## src/rtl/video_mem_arbiter_if.sv

```systemverilog
// CPU native memory bus between a CPU-side master and the video RAM arbiter.
// The master holds valid with a stable address/data until ready pulses.
interface video_mem_arbiter_if;
   logic        valid;
   logic [31:0] addr;
   logic [31:0] wdata;
   logic [3:0]  wstrb;
   logic        ready;
   logic [31:0] rdata;

   modport master (
      output valid, addr, wdata, wstrb,
      input  ready, rdata
   );

   modport slave (
      input  valid, addr, wdata, wstrb,
      output ready, rdata
   );
endinterface

```

## src/rtl/video_mem_arbiter.sv

```systemverilog
// Shares one single-port synchronous-read video RAM between the pixel fetch
// path (absolute priority, fixed 1-cycle latency) and the CPU memory bus.
module video_mem_arbiter #(
   parameter logic [31:0] MEM_BASE = 32'h01000000,
   parameter int          ADDR_W   = 10
) (
   input  logic              clk,
   input  logic              reset,
   input  logic              vid_req,
   input  logic [31:0]       vid_addr,
   output logic [31:0]       vid_rdata,
   output logic              vid_rdata_valid,
   video_mem_arbiter_if.slave cpu,
   output logic [ADDR_W-1:0] mem_addr,
   output logic [3:0]        mem_wren,
   output logic [31:0]       mem_wdata,
   input  logic [31:0]       mem_rdata,
   output logic [15:0]       stall_count,
   output logic [7:0]        max_stall
);

   typedef enum logic {
      IDLE = 1'b0,
      RESP = 1'b1
   } state_t;

   localparam logic [31:0] WINDOW_BYTES = 32'd4 << ADDR_W;

   state_t            state;
   state_t            state_next;
   logic [31:0]       cpu_offset;
   logic              in_range;
   logic              cpu_req;
   logic              cpu_issue;
   logic              cpu_stall;
   logic              resp_oor;
   logic [7:0]        cur_wait;
   logic [ADDR_W-1:0] vid_word;
   logic [ADDR_W-1:0] cpu_word;
   logic              unused_addr_bits;

   assign unused_addr_bits = ^{vid_addr[31:ADDR_W+2], vid_addr[1:0]};

   // Unsigned wrap makes addresses below MEM_BASE fall out of range too.
   assign cpu_offset = cpu.addr - MEM_BASE;
   assign in_range   = cpu_offset < WINDOW_BYTES;
   assign vid_word   = vid_addr[ADDR_W+1:2];
   assign cpu_word   = cpu.addr[ADDR_W+1:2];

   assign cpu_req   = (state == IDLE) && cpu.valid;
   assign cpu_issue = cpu_req && in_range && !vid_req && !reset;
   assign cpu_stall = cpu_req && in_range && vid_req;

   assign vid_rdata = mem_rdata;

   always_ff @(posedge clk) begin
      if (reset) begin
         state <= IDLE;
      end else begin
         state <= state_next;
      end
   end

   always_comb begin
      state_next = state;
      case (state)
         IDLE: begin
            if (cpu_req && (!in_range || !vid_req)) begin
               state_next = RESP;
            end
         end
         RESP: begin
            state_next = IDLE;
         end
         default: begin
            state_next = IDLE;
         end
      endcase
   end

   // mem_rdata during RESP still belongs to the CPU issue cycle, so a video
   // grant in RESP cannot disturb the CPU read data.
   always_comb begin
      mem_addr  = vid_word;
      mem_wren  = 4'b0000;
      mem_wdata = cpu.wdata;
      cpu.ready = 1'b0;
      cpu.rdata = 32'h0;
      if (cpu_issue) begin
         mem_addr = cpu_word;
         mem_wren = cpu.wstrb;
      end
      if ((state == RESP) && !reset) begin
         cpu.ready = 1'b1;
         cpu.rdata = resp_oor ? 32'h0 : mem_rdata;
      end
   end

   always_ff @(posedge clk) begin
      if (reset) begin
         vid_rdata_valid <= 1'b0;
         resp_oor        <= 1'b0;
         cur_wait        <= 8'h00;
         stall_count     <= 16'h0000;
         max_stall       <= 8'h00;
      end else begin
         vid_rdata_valid <= vid_req;
         if (state == IDLE) begin
            resp_oor <= !in_range;
         end
         if (cpu_stall) begin
            if (stall_count != 16'hFFFF) begin
               stall_count <= stall_count + 16'd1;
            end
            if (cur_wait != 8'hFF) begin
               cur_wait <= cur_wait + 8'd1;
            end
         end
         if (state == RESP) begin
            if (cur_wait > max_stall) begin
               max_stall <= cur_wait;
            end
            cur_wait <= 8'h00;
         end
      end
   end

endmodule

```

## src/flat_wrapper.sv

```systemverilog
// flat-port wrapper written by rule: the top's interface ports become plain ports
module video_mem_arbiter_flat 
#(
   parameter logic [31:0] MEM_BASE = 32'h01000000,
   parameter int          ADDR_W   = 10
)
  (clk, reset, vid_req, vid_addr, vid_rdata, vid_rdata_valid, mem_addr, mem_wren, mem_wdata, mem_rdata, stall_count, max_stall, cpu_valid, cpu_addr, cpu_wdata, cpu_wstrb, cpu_ready, cpu_rdata);
  video_mem_arbiter_if cpu_i ();
  input  logic clk;
  input  logic reset;
  input  logic vid_req;
  input  logic [31:0] vid_addr;
  output logic [31:0] vid_rdata;
  output logic vid_rdata_valid;
  output logic [ADDR_W-1:0] mem_addr;
  output logic [3:0] mem_wren;
  output logic [31:0] mem_wdata;
  input  logic [31:0] mem_rdata;
  output logic [15:0] stall_count;
  output logic [7:0] max_stall;
  input wire logic [$bits(cpu_i.valid)-1:0] cpu_valid;
  input wire logic [$bits(cpu_i.addr)-1:0] cpu_addr;
  input wire logic [$bits(cpu_i.wdata)-1:0] cpu_wdata;
  input wire logic [$bits(cpu_i.wstrb)-1:0] cpu_wstrb;
  output wire logic [$bits(cpu_i.ready)-1:0] cpu_ready;
  output wire logic [$bits(cpu_i.rdata)-1:0] cpu_rdata;
  assign cpu_i.valid = cpu_valid;
  assign cpu_i.addr = cpu_addr;
  assign cpu_i.wdata = cpu_wdata;
  assign cpu_i.wstrb = cpu_wstrb;
  assign cpu_ready = cpu_i.ready;
  assign cpu_rdata = cpu_i.rdata;
  video_mem_arbiter #(.MEM_BASE(MEM_BASE), .ADDR_W(ADDR_W)) u_core (.clk(clk), .reset(reset), .vid_req(vid_req), .vid_addr(vid_addr), .vid_rdata(vid_rdata), .vid_rdata_valid(vid_rdata_valid), .cpu(cpu_i), .mem_addr(mem_addr), .mem_wren(mem_wren), .mem_wdata(mem_wdata), .mem_rdata(mem_rdata), .stall_count(stall_count), .max_stall(max_stall));
endmodule
```

## config.mk

```make
export PLATFORM = sky130hd
export DESIGN_NAME = video_mem_arbiter_flat
export DESIGN_NICKNAME = d
export VERILOG_FILES = /design/src/rtl/video_mem_arbiter_if.sv /design/src/rtl/video_mem_arbiter.sv /design/src/flat_wrapper.sv
export SDC_FILE = /design/constraint.sdc
export NUM_CORES = 1
export LEC_CHECK = 0
export ABC_AREA = 1
export CELL_PAD_IN_SITES_DETAIL_PLACEMENT = 1
export CELL_PAD_IN_SITES_GLOBAL_PLACEMENT = 1
export CORE_AREA = 2 2 175 91
export DETAILED_ROUTE_END_ITERATION = 10
export DIE_AREA = 0 0 177 93
export PLACE_DENSITY = 0.91
export SLEW_MARGIN = 20
export SYNTH_ARGS = -nofsm -noshare
export SYNTH_HDL_FRONTEND = slang
export SYNTH_SLANG_ARGS = --single-unit
```

## constraint.sdc

```tcl
create_clock -name clk -period 2.8 [get_ports clk]
set_input_delay 0.56 -clock clk [delete_from_list [all_inputs] [get_ports clk]]
set_output_delay 0.56 -clock clk [all_outputs]
set_load 0.03 [all_outputs]
```

==> flow_summary.yaml <==
setup_path:
  setup.worst_path.end_class: "primary output"
  setup.worst_path.class: "in -> out"
  worst-endpoint-arrival_ns: 2.16
  worst_r2r_startpoint: "u_core.stall_count[0]"
  worstSetupStartpointType: "input pin"
  termination_of_the_worst_setup_path: "mem_addr[6]"
  timing.critical_path.required_ns: 2.24
  timing.critical_path.fanout_max: 6
  timing.reg2reg.worst_path_depth: 11
  reg2reg_slack_ns: 0.61
  worstReg2RegEnd: "u_core.stall_count[0]"
  cp-startpoint: "cpu_addr[26]"
place:
  half_perimeter_wire_length_after_placement_um: 9560
  numPortBuffers: 183
  preCtsSetupSlack_ns: -0.0398
  placedCellCount: 823
  gp_congestion: 0.794
final_layout:
  antenna-diode-count: 0
  finalNonFillerCells: 835
  drive_above_1_share: 0.157
  num-nets-final: 776
  synthesis_to_layout_area_growth_pct: 60.9
die:
  row_count: 32
  floorplan.die.height_um: 93
  core_um2: 15000
  initial_core_util: 0.206
  ios: 272
  floorplan.die.width_um: 177
  fp.dieArea_um2: 16500
timing:
  timing_worst_slew_pin_value_ns: 0.619
  final.min_clock_period_ns: 2.72
  timing.slew.headroom: 0.587
  setup_viol: 0
  worst_clock_skew_ns: 0.00686
  setup_ws_ns: 0.0784
  slew_violations: 0
  timing_hold_violations_final: 0
  maxClockFrequency_mhz: 367
  post-route-period-util: 0.972
route:
  wl_per_cell_um: 14.4
  detailroute.via_count: 3525
  routed_wl_um: 12000
  final_antenna_net_count: 0
  vias_per_cell: 4.22
  drt_iter0_markers: 151
  drtPass1Iterations: 4
  remaining_drc_errors: 0
clock_network:
  clock_tree.buffer_depth: 2
  clkLatencyLatePin_ns: 0.29
  cts-htree-levels: 2
  cts-root-buf: "clkbuf_16"
  cts_made_buffers: 5
  cts_sinks: 35
  holdBufCountCts: 0
  cts_tree: "done"
  cts.clk_slew.worst_paths_ns: 0.06
yosys:
  synth_warnings: 0
  synth-seq-area-share: 0.226
  post-synth-top-area-cell: "dfxtp_1"
  post_synth_num_cell_types: 31
  share_of_yosys_cell_area_claimed_by_the_top_area_cell_type: 0.226
  synth-edff-count: 0
  ys_async_sr_fraction: 0
  synth-main-ff-cell: "dfxtp_1"
  synthesis.nets: 652
  syn_area_um2: 3090
  ys_seq_elements: 35
  yosys-top-cells-area: "dfxtp_1, buf_4, nand2_1"
  post_synth_inst_count: 506
  post_synth.cell_area_avg_um2: 6.12
power_and_ir_drop:
  p_leak_nw: 2.35
  power.ir.vdd_worst_mv: 0.198
  power_density_nw_per_um2: 329
grt:
  number_of_global_route_vias_before_repair: 3395
  grt_remaining_overflow: 0
  global_route.usage.total: 0.135
  grt_util_met1: 0.183
  number_of_antenna_violations_at_the_first_check_in_global_routing: 0
  grt_use_met2: 0.204
  grt_pass1_wl_um: 17500
  gr-usage-met3: 0.0553
  busiest_layer_in_global_routing: "met2"
  pin_count_of_the_biggest_net_entering_global_routing: 34
hold_path:
  hp-class: "reg -> reg"
run_status:
  run_status: "complete, no violations"
flow_run:
  drv_cap: 0
-- layout by cell type (no fill, tap or decap), types with 2 or more instances in the layout --
cell,n
o21ai_0,12
buf_12,4
buf_4,47
ha_1,10
o21ai_2,6
o21ai_4,3
nand3_4,2
nor4_1,4
nand3_2,4
clkbuf_8,2
nor2_4,2
dfxtp_1,35
clkbuf_16,7
nor2_2,2
nand2_2,7
nand4_1,15
buf_6,8
dlymetal6s2s_1,19
inv_1,68
a21oi_1,4
nand2_1,105
clkdlybuf4s50_1,117
nor2_1,109
nor3_1,7
nand3_1,21
-- cell usage after synthesis, drive strengths merged, types with 3 or more instances --
master and n:
nor2 114, nand2 112, buf 77, inv 69
dfxtp 35, nand3 27, o21ai 22, nand4 16
ha 10, nor3 8, a21oi 4, nor4 4
clkbuf 3
-- final cells by class --
cell class | instances | area (um^2)
Inverter | 69 | 259
Sequential cell | 35 | 701
Timing Repair Buffer | 197 | 1980
Clock buffer | 7 | 153
Tap cell | 204 | 255
Multi-Input combinational cell | 322 | 1620
Fill cell | 1894 | 10000
Clock inverter | 1 | 7.51
-- worst max-delay path: stages --
cell             delay, ns
clkdlybuf4s50_1       0.42
nor2_1                0.10
nand4_1               0.15
nor2_4                0.13
nand2_2               0.06
inv_2                 0.08
nand3_4               0.13
clkbuf_16             0.19
o21ai_1               0.14
buf_4                 0.19
-- per-stage QoR --
stage	hold WS, ns	util	area, um^2	setup TNS (ns)	power, mW
detailed placement	0.505	0.306	4600	-0.0669	1.03
CTS	0.514	0.318	4770	0	1.65
global route	0.546	0.332	4980	-0.00720	1.72
finish	0.511	0.332	4980	0	1.64
floorplan	0.478	-	3090	0	0.883
global placement	0.493	0.306	4600	-0.00849	1.02
-- cells by family after synthesis --
kind of cell / after synthesis / synth area share
adders and majority gates: 10 / 0.0404
and+or+nand+nor: 281 / 0.405
buffers and inverters: 149 / 0.275
AOI/OAI and AO/OA: 31 / 0.0534
DFF: 35 / 0.226
-- per-layer routing --
| metal | wire (um) | vias to the layer above |
|---|---|---|
| li1 | - | 1760 |
| met4 | 92 | 0 |
| met5 | 0 | - |
| met2 | 5410 | 126 |
| met1 | 5600 | 1629 |
| met3 | 918 | 10 |
-- state kept, by name, indices dropped and copies added, names as in the netlist --
register                count
u_core.max_stall            8
u_core.cur_wait             8
u_core.resp_oor             1
u_core.state                1
u_core.stall_count         16
u_core.vid_rdata_valid      1
-- report_power, final --
| group | leakage (nW) | internal [mW] | switching (mW) |
|---|---|---|---|
| sequential | 0.283 | 0.513 | 0.0100 |
| clock | 0.0761 | 0.379 | 0.230 |
| combinational | 1.99 | 0.235 | 0.273 |
| total | 2.35 | 1.13 | 0.513 |
-- worst min-delay path by stage --
stage	to	slack, ns	cells past startpoint	from
global route	u_core.max_stall[6]	0.55	2	u_core.max_stall[6]
detailed placement	u_core.max_stall[7]	0.51	2	u_core.max_stall[7]
floorplan	u_core.cur_wait[6]	0.48	2	u_core.cur_wait[6]
global placement	u_core.max_stall[3]	0.49	2	u_core.max_stall[3]
CTS	u_core.max_stall[7]	0.51	2	u_core.max_stall[7]
finish	u_core.max_stall[7]	0.51	2	u_core.max_stall[7]
-- repair_timing --
item / CTS / global route
pin swaps: 0 / 19
gates resized for setup: 4 / 42
buffers inserted: 0 / 1
cloned: 0 / 3
endpoints found under the hold margin: 0 / 0
endpoints found under the setup margin: 4 / 13
Power figures use the tool's default switching activity.
